[config.mk]
export PLATFORM = sky130hd
export DESIGN_NAME = alu
export DESIGN_NICKNAME = d
export VERILOG_FILES = /design/src/rtl/alu.sv
export SDC_FILE = /design/constraint.sdc
export NUM_CORES = 1
export LEC_CHECK = 0
export ABC_CLOCK_PERIOD_IN_PS = 4490
export CORE_UTILIZATION = 55
export DETAILED_ROUTE_END_ITERATION = 8
export PLACE_DENSITY = 0.88
export SETUP_SLACK_MARGIN = 0.5
export SLEW_MARGIN = 40
export SYNTH_ARGS = -nofsm -noshare
export SYNTH_HDL_FRONTEND = slang
export SYNTH_SLANG_ARGS = --single-unit
[constraint.sdc]
create_clock -name clock -period 4.49 [get_ports clock]
set_clock_uncertainty 0.05 [all_clocks]
set_input_delay 0.6735 -clock clock [delete_from_list [all_inputs] [get_ports clock]]
set_output_delay 0.6735 -clock clock [all_outputs]
set_load 0.01 [all_outputs]
[src/rtl/alu.sv]
// rtl/alu.sv - registered 32-bit ALU with single-cycle simple ops and a 32-cycle iterative MUL/DIV/MOD engine
module alu (
    input  logic        clock,
    input  logic        reset,
    input  logic [31:0] operand_a,
    input  logic [31:0] operand_b,
    input  logic [7:0]  operator,
    input  logic        op_valid,
    output logic        operation_done,
    output logic [31:0] result
);

    localparam logic [7:0] OP_ADD = 8'h01;
    localparam logic [7:0] OP_SUB = 8'h02;
    localparam logic [7:0] OP_AND = 8'h03;
    localparam logic [7:0] OP_OR  = 8'h04;
    localparam logic [7:0] OP_XOR = 8'h05;
    localparam logic [7:0] OP_SHL = 8'h06;
    localparam logic [7:0] OP_SHR = 8'h07;
    localparam logic [7:0] OP_SRA = 8'h08;
    localparam logic [7:0] OP_MUL = 8'h09;
    localparam logic [7:0] OP_DIV = 8'h0A;
    localparam logic [7:0] OP_MOD = 8'h0B;

    typedef enum logic {IDLE, BUSY} state_t;

    state_t      state_q, state_d;
    logic [4:0]  cnt_q, cnt_d;
    logic [7:0]  op_q, op_d;
    logic [31:0] a_q, a_d;
    logic [31:0] b_q, b_d;
    logic [31:0] acc_q, acc_d;
    logic [31:0] result_q, result_d;
    logic        done_q, done_d;

    logic        is_iter;
    logic [31:0] simple_res;
    logic [31:0] mul_acc;
    logic [32:0] div_tmp;
    logic        div_ge;
    logic [31:0] div_rem;
    logic [31:0] div_quo;

    assign operation_done = done_q;
    assign result         = result_q;
    assign is_iter        = (operator == OP_MUL) || (operator == OP_DIV) || (operator == OP_MOD);

    always_ff @(posedge clock or posedge reset) begin
        if (reset) begin
            state_q <= IDLE;
        end else begin
            state_q <= state_d;
        end
    end

    always_comb begin
        state_d = state_q;
        case (state_q)
            IDLE:    if (op_valid && is_iter) state_d = BUSY;
            BUSY:    if (cnt_q == 5'd0)       state_d = IDLE;
            default: state_d = IDLE;
        endcase
    end

    always_comb begin
        simple_res = 32'h0;
        case (operator)
            OP_ADD:  simple_res = operand_a + operand_b;
            OP_SUB:  simple_res = operand_a - operand_b;
            OP_AND:  simple_res = operand_a & operand_b;
            OP_OR:   simple_res = operand_a | operand_b;
            OP_XOR:  simple_res = operand_a ^ operand_b;
            OP_SHL:  simple_res = operand_a << operand_b[4:0];
            OP_SHR:  simple_res = operand_a >> operand_b[4:0];
            OP_SRA:  simple_res = $signed(operand_a) >>> operand_b[4:0];
            default: simple_res = 32'h0;
        endcase
    end

    // One engine step: a_q is the shifting multiplicand (MUL) or the dividend/quotient shift register (DIV/MOD).
    // A zero divisor needs no special case: every step subtracts, giving all-ones quotient and remainder = a.
    always_comb begin
        mul_acc = acc_q + (b_q[0] ? a_q : 32'h0);
        div_tmp = {acc_q, a_q[31]};
        div_ge  = div_tmp >= {1'b0, b_q};
        div_rem = div_ge ? (div_tmp[31:0] - b_q) : div_tmp[31:0];
        div_quo = {a_q[30:0], div_ge};
    end

    always_comb begin
        cnt_d    = cnt_q;
        op_d     = op_q;
        a_d      = a_q;
        b_d      = b_q;
        acc_d    = acc_q;
        result_d = result_q;
        done_d   = 1'b0;
        case (state_q)
            IDLE: begin
                if (op_valid) begin
                    op_d = operator;
                    a_d  = operand_a;
                    b_d  = operand_b;
                    if (is_iter) begin
                        acc_d = 32'h0;
                        cnt_d = 5'd31;
                    end else begin
                        result_d = simple_res;
                        done_d   = 1'b1;
                    end
                end
            end
            BUSY: begin
                if (op_q == OP_MUL) begin
                    acc_d = mul_acc;
                    a_d   = a_q << 1;
                    b_d   = b_q >> 1;
                end else begin
                    acc_d = div_rem;
                    a_d   = div_quo;
                end
                cnt_d = cnt_q - 5'd1;
                if (cnt_q == 5'd0) begin
                    cnt_d  = 5'd0;
                    done_d = 1'b1;
                    if (op_q == OP_MUL)      result_d = mul_acc;
                    else if (op_q == OP_DIV) result_d = div_quo;
                    else                     result_d = div_rem;
                end
            end
            default: ;
        endcase
    end

    always_ff @(posedge clock or posedge reset) begin
        if (reset) begin
            cnt_q    <= 5'd0;
            op_q     <= 8'h0;
            a_q      <= 32'h0;
            b_q      <= 32'h0;
            acc_q    <= 32'h0;
            result_q <= 32'h0;
            done_q   <= 1'b0;
        end else begin
            cnt_q    <= cnt_d;
            op_q     <= op_d;
            a_q      <= a_d;
            b_q      <= b_d;
            acc_q    <= acc_d;
            result_q <= result_d;
            done_q   <= done_d;
        end
    end

endmodule

==> flow_metrics.env <==
export IMPL_status="finished clean"
export IMPL_grt_pass1_vias=19398
export IMPL_ir_drop_mv=0.381
export IMPL_synth_cell_types=89
export IMPL_core_area_mm2=0.0325
export IMPL_avgViaCountPerCell=6.73
export IMPL_drc=0
export IMPL_clkLatencyLatePin_ps=440
export IMPL_powerDensity_mw_per_mm2=572
export IMPL_r2r_end="result[29]"
export IMPL_num_fill_cells=2653
export IMPL_io_pins=108
export IMPL_async_flop_share_pct=100
export IMPL_ant_nets=0
export IMPL_layout_commonest_cell="nand2_1"
export IMPL_area_growth_pct=23.9
export IMPL_swShare_pct=50.1
export IMPL_multi_input_area_mm2=0.0140
export IMPL_num_rows=66
export IMPL_synth_largest_area_cell="dfrtp_1"
export IMPL_die_area_mm2=0.0336
export IMPL_fmax_ghz=0.241
export IMPL_antenna_found_initial=2
export IMPL_gp_congestion=1.08
export IMPL_hp_class="input port to asynchronous set/reset pin"
export IMPL_hold_buffers=0
export IMPL_worst_hold_slack_ps=433
export IMPL_yosys_warnings=0
export IMPL_ys_flop_type="dfrtp_1"
export IMPL_crit_type="input port to flop"
export IMPL_cp_slowest_stage_delay_ps=420
export IMPL_setup_tns_ps=0
export IMPL_synthSimpleGateAreaFrac_pct=17.9
export IMPL_grt_pass1_wl_mm=114
export IMPL_dpl_hpwl_mm=58.7
export IMPL_ys_seq_area_share_pct=19.8
export IMPL_reg2reg_from="b_q[0]"
export IMPL_slew_headroom_pct=38.1
export IMPL_syn_area_mm2=0.0181
export IMPL_diodes=0
export IMPL_wirelength_mm=76.9
export IMPL_cts_tree="done"
export IMPL_switchingPower_mw=6.42
export IMPL_grt_max_degree=111
export IMPL_path_clk_slew_ps=70
export IMPL_drive_gt1_share_pct=18.4
export IMPL_arrival_ps=4470
export IMPL_max_cap_viol_count=0
export IMPL_routedWlPerCell_um=25.0
export IMPL_vias=20696
export IMPL_p_seq_share_pct=20.9
export IMPL_synth_top_area_share_pct=19.8
export IMPL_fin_nets=2858
export IMPL_numCtsBuffers=17
export IMPL_fin_crit_ps=4150
export IMPL_synth_area_leaders="dfrtp_1 (20%), ha_1 (11%), mux2i_1 (7.6%)"
export IMPL_cp_max_fo=6
export IMPL_path_cells="buf_6 > nor4_4 > nand2b_4 > nor2_1 > buf_4 > and2_4 > buf_12 > a31oi_4 > xnor2_1 > ha_1 > a21o_1 > a31o_1 > or3_4 > a41oi_4 > o31a_1 > a21oi_2 > a2111o_1 > a31oi_2 > mux2_4 > o21ai_1"
export IMPL_drtPass1Iterations=7
export IMPL_die_height_um=183
export IMPL_grtUsageTotal_pct=45.0
export IMPL_synthMuxAreaShare_pct=12.1
export IMPL_io_buffers=107
export IMPL_rsz0062_at_grt="true"
export IMPL_crit_slowest_cell="a2111o_1"
export IMPL_combPwrFrac_pct=66.8
export IMPL_startpoint_type="input port"
export IMPL_synth_top_family_by_area="compound AO/OA/AOI/OAI gates"
export IMPL_finalSetupViolations=0
export IMPL_final_cell_mix="nand2_1 (257), buf_4 (256), nor2_1 (204)"
export IMPL_cts_root_buf="clkbuf_16"
export IMPL_h_tree_depth=4
export IMPL_clock_sinks=143
export IMPL_worstPathRequired_ps=4810
export IMPL_start_util_pct=55.7
export IMPL_p_clk_share_pct=12.3
export IMPL_final_hold_viol_count=0
export IMPL_power_leakage_nw=10.0
export IMPL_regArea_mm2=0.00358
export IMPL_synth_edf_count=0
export IMPL_final_max_slew_viol_count=0
export IMPL_synth_seq_cells=143
export IMPL_end_kind="flop"
export IMPL_synthCells=2368
export IMPL_worstRegToRegCells=13
export IMPL_die_w_um=183
export IMPL_drt_iter0_drc=2490
export IMPL_overflow=0
export IMPL_tightest_slew_ps=929
export IMPL_synth_compound_area_share_pct=27.3
export IMPL_finalNonFillerCells=3073
export IMPL_timing_final_crit_share_pct=92.5
export IMPL_reg2reg_slack_ps=440
export IMPL_synth_avg_cell_area_um2=7.63
export IMPL_syn_nets=2608
export IMPL_synthXorXnorAreaFrac_pct=5.43
export IMPL_internal_power_mw=6.39
export IMPL_clockBufferDepth=2
export IMPL_synth_adder_area_share_pct=11.5
export IMPL_place_inst=3012
## worst max-delay path by stage
stage                       startpoint          to  slack, ps
after floorplan           operand_b[0]  result[31]        -60
after global placement    operand_b[9]  result[31]       -530
after detailed placement  operand_b[8]  result[31]       -720
after CTS                  operator[5]  result[20]        400
after global routing       operator[6]  result[29]        230
final                      operator[6]  result[29]        340
## sequential cells by signal, indices dropped and copies added (netlist names)
register        flops
cnt_q               5
state_q             1
operation_done      1
acc_q              32
b_q                32
result             32
op_q                8
a_q                32
## power by group through the flow
stage,combinational [mW],clock [mW],sequential [mW]
after floorplan,5.68,0,2.39
after global placement,7.81,0,2.58
after detailed placement,8.01,0,2.63
after CTS,8.16,1.57,2.62
after global routing,9.21,1.63,2.73
final,8.56,1.58,2.68
## synth_stat cells, drive strengths merged (5+ instances only)
| cell | n |
|---|---|
| buf | 52 |
| nor4 | 12 |
| a31oi | 53 |
| inv | 122 |
| a31o | 5 |
| o31a | 9 |
| nor2b | 13 |
| dfrtp | 143 |
| o221ai | 12 |
| a21o | 50 |
| o22ai | 7 |
| nor2 | 218 |
| xnor2 | 89 |
| ha | 162 |
| a221oi | 17 |
| a22oi | 10 |
| o21a | 11 |
| a2111oi | 7 |
| nand4 | 19 |
| nand2b | 12 |
| or2 | 7 |
| a21oi | 219 |
| a211o | 9 |
| a41oi | 15 |
| mux2i | 138 |
| o211ai | 46 |
| mux2 | 23 |
| xor2 | 23 |
| a21boi | 8 |
| mux4 | 24 |
| a211oi | 37 |
| o31ai | 11 |
| clkbuf | 94 |
| nand3b | 9 |
| nor3 | 35 |
| nand3 | 37 |
| o21ai | 222 |
| o21bai | 10 |
| nand2 | 262 |
| or3 | 6 |
| and2 | 40 |
| and3 | 15 |
## metrics by stage
stage / setup slack (ps) / power (mW) / util, % / cell area [um^2]
2_1_floorplan: -59.2 / 8.07 / - / 18300
3_3_place_gp: -534 / 10.4 / 64.9 / 21100
3_5_place_dp: -724 / 10.6 / 65.0 / 21100
4_1_cts: 398 / 12.4 / 67.9 / 22000
5_1_grt: 227 / 13.6 / 69.0 / 22400
6_report: 339 / 12.8 / 69.0 / 22400
## metal layers
metal	global-route usage, %	share of wire, %	vias up
met2	68.7	44	1407
met3	7.82	11	322
met4	28.3	7.3	2
li1	-	-	9134
met5	0	0.010	-
met1	59.0	38	9831
## critical path: cells and delay by family
kind,cells,cell delay (ps)
muxes,1,320
adders and majority gates,1,290
buffers and inverters,3,360
and+or+nand+nor,5,1040
AOI/OAI and AO/OA,9,1630
xor gates and xnor gates,1,130
## cells by family (layout without fill, tap and decap cells)
kind of cell,after synthesis,count (layout)
buffers and inverters,270,532
adder cells (fa/ha/maj),165,165
XOR/XNOR,112,112
multiplexers,185,185
AND/OR/NAND/NOR,703,704
AO/OA/AOI/OAI,790,790
flip-flops,143,143
## area by class of cell
type	instances	area share, %
sequential	143	16.0
clock inverter	13	0.944
inverter	124	2.10
multi-input combinational	1956	62.5
tap	442	2.47
clock buffer	19	1.93
timing repair buffer	376	14.1
## timing repair
item | in CTS | in global routing
buffers inserted | 18 | 10
pin swaps | 50 | 64
resized for setup | 79 | 65
endpoints found under the setup margin | 25 | 20
cloned | 0 | 1
(Power assumes the default switching activity.)
